[src/rtl/timer_pkg.sv]
// Shared definitions for the programmable phase timer and the traffic-light
// controller that drives it.
package timer_pkg;

  // Timer FSM states, 2-bit encoding.
  typedef enum logic [1:0] {
    ST_IDLE  = 2'd0,
    ST_RUN   = 2'd1,
    ST_PAUSE = 2'd2
  } timer_state_e;

  // Default build parameters.
  localparam int TIMER_WIDTH_DEFAULT    = 8;
  localparam int TIMER_PRESCALE_DEFAULT = 1;
  localparam int TIMER_WARN_DEFAULT     = 2;

  // Phase durations (in ticks) used by the traffic-light FSM.
  localparam int PHASE_GREEN_TICKS = 30;
  localparam int PHASE_AMBER_TICKS = 4;
  localparam int PHASE_RED_TICKS   = 25;
  localparam int PHASE_ALLRED_TICKS = 2;

endpackage

[src/rtl/tick_gen.sv]
// Prescale divider: emits one tick every PRESCALE enabled cycles.
// clear restarts the divider phase; with PRESCALE=1 tick simply follows enable
// because the phase counter can never leave zero.
module tick_gen #(
  parameter int PRESCALE = 1
) (
  input  logic clk1,
  input  logic reset,
  input  logic clear,
  input  logic enable,
  output logic tick
);

  localparam int CNT_W = (PRESCALE > 1) ? $clog2(PRESCALE) : 1;
  localparam logic [CNT_W-1:0] LAST = CNT_W'(PRESCALE - 1);

  if (PRESCALE < 1) begin : g_bad_prescale
    $error("tick_gen: PRESCALE must be at least 1");
  end

  logic [CNT_W-1:0] cnt_q;
  logic [CNT_W-1:0] cnt_d;

  assign tick = enable && (cnt_q == LAST);

  // Next phase: clear wins, otherwise advance while enabled and wrap on tick.
  always_comb begin
    cnt_d = cnt_q;
    if (clear) begin
      cnt_d = '0;
    end else if (enable) begin
      cnt_d = tick ? '0 : cnt_q + 1'b1;
    end
  end

  // Phase register.
  always_ff @(posedge clk1) begin
    if (reset) begin
      cnt_q <= '0;
    end else begin
      cnt_q <= cnt_d;
    end
  end

endmodule

[src/rtl/prog_timer.sv]
// Programmable tick timer with one-shot / auto-reload modes, pause, abort and
// restart. Optional amber pre-warning output is built only when the macro
// TIMER_WARN_EN is defined; otherwise warn is tied low.
//
// Handshake: start_timer, pause and abort are level inputs sampled on every
// rising clk1 edge (priority reset > abort > start_timer > pause > count);
// expired is a single-cycle pulse with no acknowledge.
module prog_timer
  import timer_pkg::*;
#(
  parameter int WIDTH       = TIMER_WIDTH_DEFAULT,
  parameter int PRESCALE    = TIMER_PRESCALE_DEFAULT,
  parameter int WARN_THRESH = TIMER_WARN_DEFAULT
) (
  input  logic             clk1,
  input  logic             reset,
  input  logic             start_timer,
  input  logic [WIDTH-1:0] value,
  input  logic             auto_reload,
  input  logic             pause,
  input  logic             abort,
  output logic             expired,
  output logic             busy,
  output logic [WIDTH-1:0] remaining,
  output logic             warn,
  output logic [1:0]       state_dbg
);

  if (WARN_THRESH < 0) begin : g_bad_thresh
    $error("prog_timer: WARN_THRESH must be non-negative");
  end

  localparam logic [WIDTH-1:0] ONE = WIDTH'(1);

  timer_state_e     state_q, state_d;
  logic [WIDTH-1:0] count_q, count_d;
  logic [WIDTH-1:0] reload_q, reload_d;
  logic             mode_q, mode_d;
  // A zero-length start reports expiry one edge later without ever running.
  logic             zero_pend_q, zero_pend_d;
  logic             expired_q, expired_d;
  logic             busy_q;
  logic             tick;

  // The divider runs only while busy and not being held; any restart or
  // abort realigns it so the first tick lands PRESCALE cycles later.
  tick_gen #(
    .PRESCALE (PRESCALE)
  ) u_tick_gen (
    .clk1   (clk1),
    .reset  (reset),
    .clear  (abort || start_timer),
    .enable ((state_q != ST_IDLE) && !pause),
    .tick   (tick)
  );

  // Next-state logic in edge priority order: abort, start, pause, count.
  always_comb begin
    state_d     = state_q;
    count_d     = count_q;
    reload_d    = reload_q;
    mode_d      = mode_q;
    zero_pend_d = 1'b0;
    expired_d   = 1'b0;
    if (abort) begin
      state_d = ST_IDLE;
      count_d = '0;
    end else if (start_timer) begin
      if (value == '0) begin
        state_d     = ST_IDLE;
        count_d     = '0;
        reload_d    = '0;
        mode_d      = 1'b0;
        zero_pend_d = 1'b1;
      end else begin
        state_d  = ST_RUN;
        count_d  = value;
        reload_d = value;
        mode_d   = auto_reload;
      end
    end else begin
      expired_d = zero_pend_q;
      if (state_q != ST_IDLE) begin
        if (pause) begin
          state_d = ST_PAUSE;
        end else begin
          // Leaving PAUSE counts as a running cycle, so each paused cycle
          // delays expiry by exactly one cycle.
          state_d = ST_RUN;
          if (tick) begin
            if (count_q > ONE) begin
              count_d = count_q - ONE;
            end else begin
              expired_d = 1'b1;
              if (mode_q) begin
                count_d = reload_q;
              end else begin
                count_d = '0;
                state_d = ST_IDLE;
              end
            end
          end
        end
      end
    end
  end

  // Timer FSM and registered outputs.
  always_ff @(posedge clk1) begin
    if (reset) begin
      state_q     <= ST_IDLE;
      count_q     <= '0;
      reload_q    <= '0;
      mode_q      <= 1'b0;
      zero_pend_q <= 1'b0;
      expired_q   <= 1'b0;
      busy_q      <= 1'b0;
    end else begin
      state_q     <= state_d;
      count_q     <= count_d;
      reload_q    <= reload_d;
      mode_q      <= mode_d;
      zero_pend_q <= zero_pend_d;
      expired_q   <= expired_d;
      busy_q      <= (state_d != ST_IDLE);
    end
  end

`ifdef TIMER_WARN_EN
  logic warn_q;

  // Pre-warning tracks the post-edge count while the timer is active.
  always_ff @(posedge clk1) begin
    if (reset) begin
      warn_q <= 1'b0;
    end else begin
      warn_q <= (state_d != ST_IDLE) && (count_d <= WIDTH'(WARN_THRESH)) &&
                (count_d != '0);
    end
  end

  assign warn = warn_q;
`else
  assign warn = 1'b0;
`endif

  assign expired   = expired_q;
  assign busy      = busy_q;
  assign remaining = count_q;
  assign state_dbg = state_q;

endmodule

[config.mk]
export PLATFORM = sky130hd
export DESIGN_NAME = prog_timer
export DESIGN_NICKNAME = d
export VERILOG_FILES = /design/src/rtl/timer_pkg.sv /design/src/rtl/tick_gen.sv /design/src/rtl/prog_timer.sv
export SDC_FILE = /design/constraint.sdc
export NUM_CORES = 1
export LEC_CHECK = 0
export BUFFER_PORTS_ARGS = -buffer_cell sky130_fd_sc_hd__buf_4
export CAP_MARGIN = 20
export CORE_ASPECT_RATIO = 0.7
export CORE_MARGIN = 1.5
export CORE_UTILIZATION = 47
export CTS_CLUSTER_DIAMETER = 120
export DETAILED_ROUTE_END_ITERATION = 6
export MAX_ROUTING_LAYER = met4
export PLACE_DENSITY = 0.73
export SYNTH_ARGS = -nofsm -noshare
export SYNTH_HDL_FRONTEND = slang
export SYNTH_SLANG_ARGS = --single-unit
[constraint.sdc]
create_clock -name clk1 -period 2.2 [get_ports clk1]
set_clock_uncertainty 0.05 [all_clocks]
set_input_delay 0.44 -clock clk1 [delete_from_list [all_inputs] [get_ports clk1]]
set_output_delay 0.44 -clock clk1 [all_outputs]
set_load 0.01 [all_outputs]
==> results.ini <==
[status]
status = completed

[timing]
setup_violations = 0
holdWs_ps = 356
worst_pin_slew_ps = 476
relSlewSlack_pct = 67.5
drv_slew = 0
period_needed_ps = 2110
hold_violations = 0
min_period_over_period_pct = 96.1
rsz0062_at_grt = false
max_freq_mhz = 473
setup_tns_ps = 0

[yosys]
synth_async_sr_flop_share_pct = 0
seq_area_frac_synth_pct = 37.3
synthFlopType = dfxtp_1
syn-cell-area_sq_um = 1230
synth-edff-count = 0
yosysWarnings = 0
synthCells = 153
avgSynthCellArea_sq_um = 8.06
yosysUniqueCellTypes = 49
syn_nets = 169
ys_ff_latch = 23

[cts]
cts_setup_buffers = 0
root_buffer = clkbuf_8
cts-htree-levels = 1
hold_buffers = 0
clock_sinks = 23
clock_insertion_delay_worst_skew_ps = 270
cts_buffer_depth = 2
path_clk_slew_ps = 80
cts_tree = done
ctsResizeCount = 1
cts_made_buffers = 3

[floorplan]
fp.dieH_um = 45.9
coreArea_sq_um = 2480
ioPinCount = 27
rows = 15
dieArea_sq_um = 2950
start_util_pct = 49.8
die_x_um = 64.2

[placed_design]
gp_congestion = 0.904
portBuffers = 25
hpwl_um = 2520
dp_cells = 213

[global_route]
grt_max_degree = 18
overflow = 0
grt_pass1_vias = 1129
track_usage_pct = 25.4
antenna_found_initial = 0
grt_pass1_wl_um = 5420

[route]
vias = 1277
avgViaCountPerCell = 5.88
drc = 0
routed_wirelength_um = 3290
firstDrtPassIters = 4
ant_nets = 0
drtIter0Drc = 104
routedWlPerCell_um = 15.2

[cells_and_area]
finalNetCount = 200
final_common_cell = buf_4
area_growth_pct = 25.3
antenna-diode-count = 0
drive_gt1_share_pct = 25.7
layout_common_cells = buf_4, nand2_1, dfxtp_1, a21oi_1, nor2_1
instances_no_fill = 217

[pwr]
powerDensity_nw_per_um2 = 589
leakage_nw = 0.624
peakVddDrop_mv = 0.440

[critical_path]
cp.arrival_ps = 2240
reg2reg_depth = 6
crit_path_end_kind = register
ff2ff_setup_slack_ps = 90
critPathKind = register to register
start_kind = register
worst_r2r_startpoint = remaining[1]
reg2reg_to = remaining[6]
required_ps = 2320
crit_fanout = 3

[job]
drv_cap = 0

[min_path]
hold_depth = 2
hold_start = reset
min_delay_worst_endpoint = reload_q[4]
min_path_type = input pin to register

-- state kept, by name, summed over array words and instances, names as in the netlist --
signal and count:
busy 1, expired 1, mode_q 1, reload_q 8
remaining 8, state_dbg 2, u_tick_gen.cnt_q 1, zero_pend_q 1
-- worst max-delay path by stage --
stage | cells after the start | slack, ps | end | startpoint
finish | 6 | 90 | remaining[6] | remaining[1]
global route | 6 | 10 | remaining[6] | remaining[1]
CTS | 6 | 90 | remaining[6] | remaining[1]
detailed placement | 6 | 10 | remaining[6] | remaining[1]
global placement | 6 | 130 | remaining[6] | remaining[1]
floorplan | 6 | 70 | remaining[6] | remaining[0]
-- worst max-delay path, stage by stage (launching register included) --
cell and delay (ps):
dfxtp_1 330, inv_1 90, ha_1 180, nor3b_2 210, or3b_1 400, or4b_1 490, a32o_2 270
-- cell type report --
class / instances / area [sq um]
fillers: 239 / 932
multi-input cells: 114 / 701
flip-flops and latches: 23 / 460
repair buffers: 37 / 278
clock buffers: 4 / 45.0
well taps: 34 / 42.5
inverters: 5 / 18.8
-- layer usage --
metal	GRT usage, %	wire length (um)	part of all wire, %
met1	34.4	1470	45
met3	6.44	290	8.8
met4	8.94	45	1.4
met2	36.9	1490	45
met5	-	0	0
-- power by group --
| part | leakage [nW] | switching [mW] | internal, mW |
|---|---|---|---|
| clock | 0.0228 | 0.139 | 0.130 |
| combinational | 0.413 | 0.106 | 0.0898 |
| sequential | 0.188 | 0.0139 | 0.432 |
| total | 0.624 | 0.259 | 0.652 |
-- kinds of logic (layout without fill, tap and decap cells) --
logic type                 count (synthesis)  after routing  synth area share [%]
and+or+nand+nor                           58             58                  23.9
AOI/OAI and AO/OA                         50             50                  28.0
DFF                                       23             23                  37.3
buffers and inverters                     16             46                  6.29
xor gates and xnor gates                   3              3                  2.13
adders and majority gates                  2              2                  2.03
other                                      1              1                 0.304
-- synthesized netlist by cell type (2+ instances only) --
| cell | count | area share [%] |
|---|---|---|
| clkbuf_1 | 4 | 1.2 |
| nand4_1 | 2 | 1.0 |
| o21ai_0 | 6 | 2.4 |
| o31a_1 | 2 | 1.4 |
| nor2_1 | 8 | 2.4 |
| xnor2_1 | 2 | 1.4 |
| inv_1 | 4 | 1.2 |
| clkbuf_2 | 2 | 0.81 |
| o21bai_1 | 2 | 1.2 |
| dfxtp_1 | 23 | 37 |
| buf_4 | 2 | 1.2 |
| nand2b_1 | 2 | 1.0 |
| nor3_1 | 3 | 1.2 |
| a21boi_0 | 2 | 1.2 |
| buf_1 | 2 | 0.61 |
| or4_1 | 3 | 1.8 |
| a31oi_1 | 4 | 2.0 |
| or3_1 | 2 | 1.0 |
| a21oi_1 | 13 | 5.3 |
| or2_2 | 2 | 1.0 |
| a211oi_1 | 2 | 1.2 |
| ha_1 | 2 | 2.0 |
| nor4_1 | 6 | 3.0 |
| nand3_1 | 2 | 0.81 |
| o211ai_1 | 3 | 1.8 |
| nand2_1 | 23 | 7.0 |
| o21a_1 | 2 | 1.2 |
| a21o_1 | 2 | 1.2 |
-- metrics by stage --
step	util [%]	setup slack, ps	area (sq um)	power (mW)
after CTS	62.4	93.8	1550	0.914
after floorplan	-	65.8	1230	0.567
final	62.4	86.0	1550	0.910
after global routing	62.4	11.3	1550	0.951
after global placement	60.4	127	1500	0.642
after detailed placement	60.4	12.2	1500	0.646
Power figures use the tool's default switching activity.
